--- config.mk ---
export PLATFORM = sky130hd
export DESIGN_NAME = rr_arbiter8
export DESIGN_NICKNAME = d
export VERILOG_FILES = /design/src/rtl/rr_arbiter8.sv
export SDC_FILE = /design/constraint.sdc
export NUM_CORES = 1
export LEC_CHECK = 0
export CORE_MARGIN = 3
export CORE_UTILIZATION = 30
export DETAILED_ROUTE_END_ITERATION = 6
export PLACE_DENSITY = 0.53
export SYNTH_ARGS = -nofsm -noshare
export SYNTH_HDL_FRONTEND = slang
export SYNTH_SLANG_ARGS = --single-unit
--- constraint.sdc ---
create_clock -name clk -period 5.35 [get_ports clk]
set_input_delay 0.535 -clock clk [delete_from_list [all_inputs] [get_ports clk]]
set_output_delay 0.535 -clock clk [all_outputs]
set_load 0.01 [all_outputs]
--- src/rtl/rr_arbiter8.sv ---
// rr_arbiter8: round-robin arbiter for 8 requesters, one-hot + encoded grant.
// Ports: clk, rst (sync, active-high), req[7:0], done -> gnt[7:0], gnt_idx[2:0],
//   gnt_valid, timeout. Define ARB_TIMEOUT_EN to enable the MAX_HOLD forced release.
module rr_arbiter8 #(
  parameter int NREQ = 8
`ifdef ARB_TIMEOUT_EN
  ,
  parameter int MAX_HOLD = 16
`endif
) (
  input  logic            clk,
  input  logic            rst,
  input  logic [NREQ-1:0] req,
  input  logic            done,
  output logic [NREQ-1:0] gnt,
  output logic [2:0]      gnt_idx,
  output logic            gnt_valid,
  output logic            timeout
);

  typedef enum logic {
    IDLE,
    GRANT
  } state_t;

  state_t          state_q, state_d;
  logic [2:0]      ptr_q, ptr_d;
  logic [NREQ-1:0] gnt_q, gnt_d;
  logic [2:0]      idx_q, idx_d;
  logic            vld_q, vld_d;
  logic            to_q, to_d;
  logic [2:0]      sel;
  logic [2:0]      scan;
  logic            found;
  logic            rel;

`ifdef ARB_TIMEOUT_EN
  localparam logic [4:0] HOLD_LAST = 5'(MAX_HOLD - 1);
  logic [4:0] cnt_q, cnt_d;
`endif

  // circular scan starting at ptr; first hit wins
  always_comb begin
    sel   = '0;
    scan  = '0;
    found = 1'b0;
    for (int i = 0; i < NREQ; i++) begin
      scan = ptr_q + 3'(i);
      if (!found && req[scan]) begin
        sel   = scan;
        found = 1'b1;
      end
    end
  end

  always_comb begin
    state_d = state_q;
    ptr_d   = ptr_q;
    gnt_d   = gnt_q;
    idx_d   = idx_q;
    vld_d   = vld_q;
    to_d    = 1'b0;
    rel     = 1'b0;
`ifdef ARB_TIMEOUT_EN
    cnt_d   = cnt_q;
`endif
    unique case (state_q)
      IDLE: begin
        if (found) begin
          state_d    = GRANT;
          gnt_d      = '0;
          gnt_d[sel] = 1'b1;
          idx_d      = sel;
          vld_d      = 1'b1;
`ifdef ARB_TIMEOUT_EN
          cnt_d      = '0;
`endif
        end
      end
      GRANT: begin
        if (done || !req[idx_q]) begin
          rel = 1'b1;
`ifdef ARB_TIMEOUT_EN
        end else if (cnt_q == HOLD_LAST) begin
          rel  = 1'b1;
          to_d = 1'b1;
        end else begin
          cnt_d = cnt_q + 5'd1;
`endif
        end
        if (rel) begin
          state_d = IDLE;
          ptr_d   = idx_q + 3'd1;
          gnt_d   = '0;
          idx_d   = '0;
          vld_d   = 1'b0;
        end
      end
    endcase
  end

  always_ff @(posedge clk) begin
    if (rst) begin
      state_q <= IDLE;
      ptr_q   <= '0;
      gnt_q   <= '0;
      idx_q   <= '0;
      vld_q   <= 1'b0;
      to_q    <= 1'b0;
`ifdef ARB_TIMEOUT_EN
      cnt_q   <= '0;
`endif
    end else begin
      state_q <= state_d;
      ptr_q   <= ptr_d;
      gnt_q   <= gnt_d;
      idx_q   <= idx_d;
      vld_q   <= vld_d;
      to_q    <= to_d;
`ifdef ARB_TIMEOUT_EN
      cnt_q   <= cnt_d;
`endif
    end
  end

  assign gnt       = gnt_q;
  assign gnt_idx   = idx_q;
  assign gnt_valid = vld_q;
`ifdef ARB_TIMEOUT_EN
  assign timeout   = to_q;
`else
  assign timeout   = 1'b0;
`endif

endmodule

==> results of run 1 <==
==> area by class of cell <==
type	count	area, um^2	area share
Sequential cell	16	320	0.156
Tap cell	72	90.1	0.0439
Multi-Input combinational cell	152	1310	0.640
Inverter	12	45.0	0.0220
Clock buffer	4	55.1	0.0268
Timing Repair Buffer	23	228	0.111
==> report_power, final <==
group	internal, W	switching, W	leakage (nW)
clock	0.0000652	0.0000399	0.0288
sequential	0.000147	0.0000401	0.131
combinational	0.000270	0.000331	0.573
total	0.000482	0.000411	0.733
==> Yosys cell counts (2+ instances only) <==
| cell type | number |
|---|---|
| dfxtp_1 | 16 |
| nand2_1 | 14 |
| a21oi_1 | 13 |
| mux2i_1 | 12 |
| nor2_1 | 12 |
| inv_1 | 11 |
| mux4_2 | 10 |
| mux2_2 | 6 |
| a22o_1 | 5 |
| buf_2 | 5 |
| o21ai_1 | 5 |
| a221oi_1 | 4 |
| nand3_1 | 4 |
| xor2_1 | 4 |
| a22oi_1 | 3 |
| clkbuf_1 | 3 |
| ha_1 | 3 |
| mux2_1 | 3 |
| o21ai_0 | 3 |
| a211oi_1 | 2 |
| and2_1 | 2 |
| buf_4 | 2 |
| nand4_1 | 2 |
| nor2b_1 | 2 |
| nor3b_1 | 2 |
| nor4_1 | 2 |
| o211ai_1 | 2 |
| o21ai_2 | 2 |
| o221ai_1 | 2 |
| o311a_1 | 2 |
| or2_2 | 2 |
==> stage by stage <==
| step | worst slack (ps) | hold slack, ps | area (um^2) | power [W] | instances |
|---|---|---|---|---|---|
| after detailed placement | 1070 | 450 | 2000 | 0.000782 | 275 |
| final | 1040 | 456 | 2050 | 0.000893 | 279 |
| after floorplan | 2070 | 470 | 1740 | 0.000635 | 192 |
| after global placement | 1140 | 440 | 2000 | 0.000786 | 275 |
| after global routing | 584 | 475 | 2050 | 0.000968 | 279 |
| after CTS | 1050 | 459 | 2050 | 0.000893 | 279 |
==> logic make-up after synthesis <==
logic type | count (synthesis) | share of synthesized area
AO/OA/AOI/OAI | 62 | 0.269
AND/OR/NAND/NOR | 48 | 0.156
multiplexers | 33 | 0.279
buffers and inverters | 24 | 0.0638
flip-flops | 16 | 0.184
XOR/XNOR | 5 | 0.0251
adder cells (fa/ha/maj) | 3 | 0.0215
other | 1 | 0.00215
==> critical path, cell delays in order, from the launching register on <==
cell and delay (ps):
dfxtp_1 860, inv_1 210, ha_1 740, mux2_2 430, mux4_2 480, o2bb2ai_1 320
nand4_1 300, o21ai_2 340, and3_1 370, a22o_1 190
==> sequential cells by signal, indices dropped and copies added (netlist names) <==
register / count
state_q: 1
gnt_idx: 3
gnt_valid: 1
ptr_q: 3
gnt: 8
==> worst paths after layout <==
check,startpoint,endpoint,cells after the start
setup reg to reg,ptr_q[0],gnt[4],9
hold reg to reg,gnt[7],gnt[7],2
setup / recovery,ptr_q[0],gnt[4],9
hold / removal,gnt[7],gnt[7],2
==> metal layers <==
layer  wire, um  up-vias
li1           -      777
met1       2300      758
met2       2060       39
met3        148        8
met4         63        0
met5          0        -
==> flow_metrics.py, run 1 <==
metrics = {
    "run_status": {
        "status": "completed",
    },
    "final_layout": {
        "final_nets": 222,
        "diodes": 0,
        "fin_util": 0.368,
        "n_fill_cell": 588,
        "area_growth_pct": 17.6,
        "layout_common_cells": "clkdlybuf4s50_1, dfxtp_1, nand2_1, a21oi_1",
        "layout_commonest_cell": "clkdlybuf4s50_1",
        "final_layout_size_suffix_gt1_frac": 0.169,
    },
    "die": {
        "die_h_um": 82.3,
        "io_pins": 24,
        "fp.dieW_um": 82.3,
        "row_count": 27,
        "dieArea_um2": 6770,
        "core_area_um2": 5570,
        "initial_core_util": 0.313,
    },
    "route": {
        "wire_per_inst_um": 16.4,
        "firstDrtPassIters": 4,
        "drc": 0,
        "antenna_left": 0,
        "drtIter0Drc": 119,
        "routed_wl_mm": 4.57,
        "vias": 1582,
        "avgViaCountPerCell": 5.67,
    },
    "cts": {
        "max-clock-path-buffers": 2,
        "post_cts_buffers": 0,
        "htree_levels": 1,
        "cts_tree": "yes",
        "clk_pin_slew_worst_paths_ps": 60,
        "clk_latency_ps": 250,
        "cts_sinks": 16,
        "clockRootBuffer": "clkbuf_8",
        "ctsHoldBuffers": 0,
        "post_cts_resized": 0,
        "cts_buffers": 3,
    },
    "power": {
        "p_leak_nw": 0.733,
        "powerDensity_nw_per_um2": 435,
        "ir_drop_v": 0.000181,
    },
    "timing": {
        "setup_violations": 0,
        "fin_setup_tns_ps": 0,
        "slew_viol_final": 0,
        "grt_setup_unrepaired": "no",
        "hold_violations": 0,
        "final.period_utilization": 0.805,
        "tightest_slew_ps": 832,
        "fmax_ghz": 0.232,
        "skew_ps": 1.50,
        "fin_crit_ps": 4310,
        "timing.slew.headroom": 0.445,
    },
    "global_route": {
        "gr-total-overflow": 0,
        "grt_pass1_wl_mm": 7.85,
        "track_usage": 0.147,
        "met2_usage": 0.216,
        "antenna_found_initial": 0,
        "grt_max_degree": 23,
        "use_met1": 0.225,
        "grt_pass1_vias": 1553,
        "grt_util_met3": 0.0119,
        "grt.busiest_layer": "met1",
    },
    "critical_path": {
        "crit_required_ps": 5540,
        "end_kind": "register",
        "start_kind": "register",
        "cp_max_fo": 22,
        "arrival_ps": 4500,
        "crit_type": "register to register",
        "regToRegSetupSlack_ps": 1040,
    },
    "logic_synthesis": {
        "syn_nets": 206,
        "ys_seq_elements": 16,
        "yosysTopAreaCell": "dfxtp_1",
        "async_flop_share": 0,
        "synth_cells": 192,
        "synth_edf_count": 0,
        "yosysWarnings": 0,
        "synth-seq-area-share": 0.184,
        "synthTopCellsByArea": "dfxtp_1, mux4_2, mux2i_1",
        "syn_area_um2": 1740,
        "yosys.area.top_type_share": 0.184,
        "netlist-cell-type-count": 63,
        "yosys_most_used_dff": "dfxtp_1",
        "avgSynthCellArea_um2": 9.08,
    },
    "placement": {
        "dp_hpwl_mm": 3.47,
        "portBuffers": 22,
        "place.gp.congestion": 0.809,
    },
    "min_path": {
        "hold_path_class": "register to register",
    },
    "job": {
        "maxCapViolCount": 0,
    },
}
Power figures use the tool's default switching activity.
==> run 2, diff against run 1 <==
Clock period 5.35 ns to 4.22 ns, I/O delays scaled along.
==> flow_metrics.py, run 2 (same netlist as run 1, synthesis figures left out) <==
metrics = {
    "route": {
        "vias": 1590,
        "wire_per_inst_um": 16.6,
        "antenna_left": 0,
        "drc": 0,
        "firstDrtPassIters": 4,
        "routed_wl_mm": 4.66,
        "drtIter0Drc": 121,
        "avgViaCountPerCell": 5.66,
    },
    "timing": {
        "tightest_slew_ps": 717,
        "final.period_utilization": 0.858,
        "fin_crit_ps": 3620,
        "slew_viol_final": 0,
        "fin_setup_tns_ps": 0,
        "holdWs_ps": 445,
        "timing.slew.headroom": 0.519,
        "skew_ps": 3.29,
        "grt_setup_unrepaired": "no",
        "fmax_ghz": 0.276,
        "setup_violations": 0,
        "hold_violations": 0,
    },
    "min_path": {
        "hold_path_class": "register to register",
        "hold_path_depth": 2,
        "holdPathEnd": "gnt[5]",
        "hp-start": "gnt[5]",
    },
    "global_route": {
        "grt_pass1_vias": 1536,
        "track_usage": 0.151,
        "grt_pass1_wl_mm": 8.00,
        "gr-total-overflow": 0,
        "grt_max_degree": 22,
        "antenna_found_initial": 0,
    },
    "cts": {
        "max-clock-path-buffers": 2,
        "post_cts_resized": 0,
        "clockRootBuffer": "clkbuf_8",
        "clk_latency_ps": 250,
        "htree_levels": 1,
        "cts_sinks": 16,
        "cts_tree": "yes",
        "cts_buffers": 3,
        "post_cts_buffers": 0,
        "clk_pin_slew_worst_paths_ps": 60,
        "ctsHoldBuffers": 0,
    },
    "power": {
        "switching_share": 0.456,
        "clock_power_share": 0.117,
        "powerDensity_nw_per_um2": 552,
        "switchingPower_w": 0.000520,
        "seq_power_share": 0.197,
        "p_int_w": 0.000620,
        "total_power_w": 0.00114,
        "ir_drop_v": 0.000242,
        "p_leak_nw": 0.743,
        "combPwrFrac": 0.686,
    },
    "final_layout": {
        "area_growth_pct": 18.4,
        "fin_util": 0.371,
        "final_layout_size_suffix_gt1_frac": 0.177,
        "diodes": 0,
        "final_nets": 224,
        "design_area_um2": 2070,
        "layout_commonest_cell": "clkdlybuf4s50_1",
        "largest_reg_flops": 8,
        "layout_common_cells": "clkdlybuf4s50_1, dfxtp_1, nand2_1, a21oi_1",
    },
    "die": {
        "io_pins": 24,
        "die_h_um": 82.3,
        "fp.dieW_um": 82.3,
        "core_area_um2": 5570,
        "row_count": 27,
        "initial_core_util": 0.313,
        "dieArea_um2": 6770,
    },
    "critical_path": {
        "end_kind": "register",
        "rr_worst_depth": 9,
        "cp_max_fo": 15,
        "crit_type": "register to register",
        "regToRegSetupSlack_ps": 600,
        "arrival_ps": 3810,
        "start_kind": "register",
        "crit_required_ps": 4410,
        "rr_endpoint": "gnt[0]",
        "r2r-start": "ptr_q[1]",
    },
    "placement": {
        "dp_hpwl_mm": 3.53,
        "portBuffers": 22,
        "place.gp.congestion": 0.814,
        "place_area_um2": 2010,
    },
    "run_status": {
        "status": "completed",
    },
    "job": {
        "maxCapViolCount": 0,
    },
}
==> run 2: changes by cell type in the layout (fill, tap and decap cells not counted) <==
cell   before  now
buf_4       1    3
==> run 2: power by group through the flow <==
stage	sequential, W	clock, W	combinational [W]
6_report	0.000225	0.000134	0.000782
3_5_place_dp	0.000228	0	0.000774
3_3_place_gp	0.000230	0	0.000780
5_1_grt	0.000230	0.000145	0.000867
4_1_cts	0.000226	0.000139	0.000783
2_1_floorplan	0.000228	0	0.000577
==> run 2: routing by layer <==
layer / track usage / vias to the layer above / wire length, um
met5: 0 / - / 0
met4: 0.0349 / 0 / 21
met3: 0.00976 / 2 / 137
met2: 0.244 / 27 / 2260
met1: 0.220 / 779 / 2240
li1: - / 782 / -
==> run 2: critical path: stages, from the launching register on <==
cell and delay [ps]:
dfxtp_1 320, inv_1 90, ha_1 680, mux2_2 430, mux4_2 480, o2bb2ai_1 310, nand4_1 310, o21ai_2 360
and3_1 380, a22o_1 200
==> run 2: area by class of cell <==
cell class / instances / area (um^2)
fill: 583 / 3510
multi-input combinational: 152 / 1310
sequential: 16 / 320
timing repair buffer: 25 / 243
tap: 72 / 90.1
clock buffer: 4 / 55.1
inverter: 12 / 45.0
==> run 2: how the worst max path moves through the flow <==
stage               startpoint     end
floorplan             ptr_q[1]  gnt[0]
global placement      ptr_q[1]  gnt[2]
detailed placement    ptr_q[1]  gnt[4]
CTS                   ptr_q[1]  gnt[0]
global route          ptr_q[0]  gnt[0]
finish                ptr_q[1]  gnt[0]
==> run 2: per-stage QoR <==
step / setup WS (ps) / instances
floorplan: 944 / 192
global placement: 703 / 277
detailed placement: 662 / 277
CTS: 604 / 281
global route: 308 / 281
finish: 598 / 281
==> run 3, diff against run 2 <==
Settings changed: GPL_TIMING_DRIVEN set to 0.
==> flow_metrics.py, run 3 (same netlist as run 1, synthesis figures left out) <==
metrics = {
    "cts": {
        "max-clock-path-buffers": 2,
        "htree_levels": 1,
        "post_cts_buffers": 0,
        "clk_pin_slew_worst_paths_ps": 60,
        "clockRootBuffer": "clkbuf_8",
        "cts_buffers": 3,
        "ctsHoldBuffers": 0,
        "cts_sinks": 16,
        "clk_latency_ps": 250,
        "post_cts_resized": 0,
        "cts_tree": "yes",
    },
    "final_layout": {
        "seq_area_um2": 320,
        "area_growth_pct": 20.4,
        "final_cells": 289,
        "n_fill_cell": 593,
        "final_nets": 232,
        "multi_input_area_um2": 1310,
        "layout_commonest_cell": "clkdlybuf4s50_1",
        "largest_reg_flops": 8,
        "design_area_um2": 2100,
        "layout_common_cells": "clkdlybuf4s50_1, dfxtp_1, nand2_1, a21oi_1",
        "final_layout_size_suffix_gt1_frac": 0.194,
        "diodes": 0,
    },
    "route": {
        "avgViaCountPerCell": 5.67,
        "firstDrtPassIters": 4,
        "routed_wl_mm": 4.80,
        "drtIter0Drc": 80,
        "antenna_left": 0,
        "wire_per_inst_um": 16.6,
        "vias": 1639,
        "drc": 0,
    },
    "timing": {
        "slew_viol_final": 0,
        "final.period_utilization": 0.907,
        "fin_setup_tns_ps": 0,
        "tightest_slew_ps": 733,
        "fmax_ghz": 0.261,
        "skew_ps": 2.17,
        "holdWs_ps": 450,
        "hold_violations": 0,
        "fin_crit_ps": 3830,
        "setup_violations": 0,
        "grt_setup_unrepaired": "no",
        "timing.slew.headroom": 0.508,
    },
    "power": {
        "p_leak_nw": 0.771,
        "ir_drop_v": 0.000333,
        "powerDensity_nw_per_um2": 545,
        "total_power_w": 0.00115,
    },
    "critical_path": {
        "arrival_ps": 4020,
        "regToRegSetupSlack_ps": 390,
        "cp_max_fo": 10,
        "crit_type": "register to register",
        "end_kind": "register",
        "crit_required_ps": 4410,
        "start_kind": "register",
    },
    "die": {
        "row_count": 27,
        "core_area_um2": 5570,
        "fp.dieW_um": 82.3,
        "io_pins": 24,
        "dieArea_um2": 6770,
        "initial_core_util": 0.313,
        "die_h_um": 82.3,
    },
    "global_route": {
        "antenna_found_initial": 0,
        "track_usage": 0.150,
        "grt_pass1_wl_mm": 7.79,
        "grt_pass1_vias": 1563,
        "gr-total-overflow": 0,
        "grt_max_degree": 11,
    },
    "min_path": {
        "hold_path_class": "register to register",
    },
    "run_status": {
        "status": "completed",
    },
    "placement": {
        "place.gp.congestion": 0.821,
        "place_area_um2": 2040,
        "dp_hpwl_mm": 3.66,
        "placed_cells_incl_taps": 285,
        "portBuffers": 21,
    },
    "job": {
        "maxCapViolCount": 0,
    },
}
run 3: routing by layer:
layer / vias to the layer above / global-route usage / part of all wire
li1: 802 / - / -
met1: 806 / 0.217 / 0.49
met2: 25 / 0.235 / 0.46
met3: 6 / 0.0163 / 0.028
met4: 0 / 0.0382 / 0.013
met5: - / 0 / 0
run 3: where the power goes:
group          internal (W)  total [W]  switching (W)  leakage [nW]
clock network     0.0000827   0.000135      0.0000520        0.0288
logic              0.000353   0.000793       0.000439         0.611
registers          0.000186   0.000218      0.0000318         0.131
run 3: final cells by class:
class                           instances  area share
Buffer                                 12      0.0316
Tap cell                               72      0.0429
Multi-Input combinational cell        152       0.625
Sequential cell                        16       0.153
Timing Repair Buffer                   21       0.100
Clock buffer                            4      0.0262
Inverter                               12      0.0215
run 3: critical path: stages, from the launching register on:
cell and delay [ps]:
dfxtp_1 420, buf_2 300, inv_1 150, ha_1 310, buf_6 120, mux2_1 360
mux4_2 490, o2bb2ai_1 370, nand4_1 350, o21ai_2 370, and3_1 190, buf_2 180
a22o_1 160
run 3: through the flow:
stage,util,setup slack [ps]
finish,0.377,392
global route,0.377,96.8
CTS,0.377,383
detailed placement,0.367,391
global placement,0.367,432
floorplan,-,944
run 3: final timing paths:
check,startpoint,to,depth (start not counted)
worst min-delay path,gnt[1],gnt[1],2
worst min register to register,gnt[1],gnt[1],2
worst max-delay path,ptr_q[1],gnt[0],12
worst max register to register,ptr_q[1],gnt[0],12
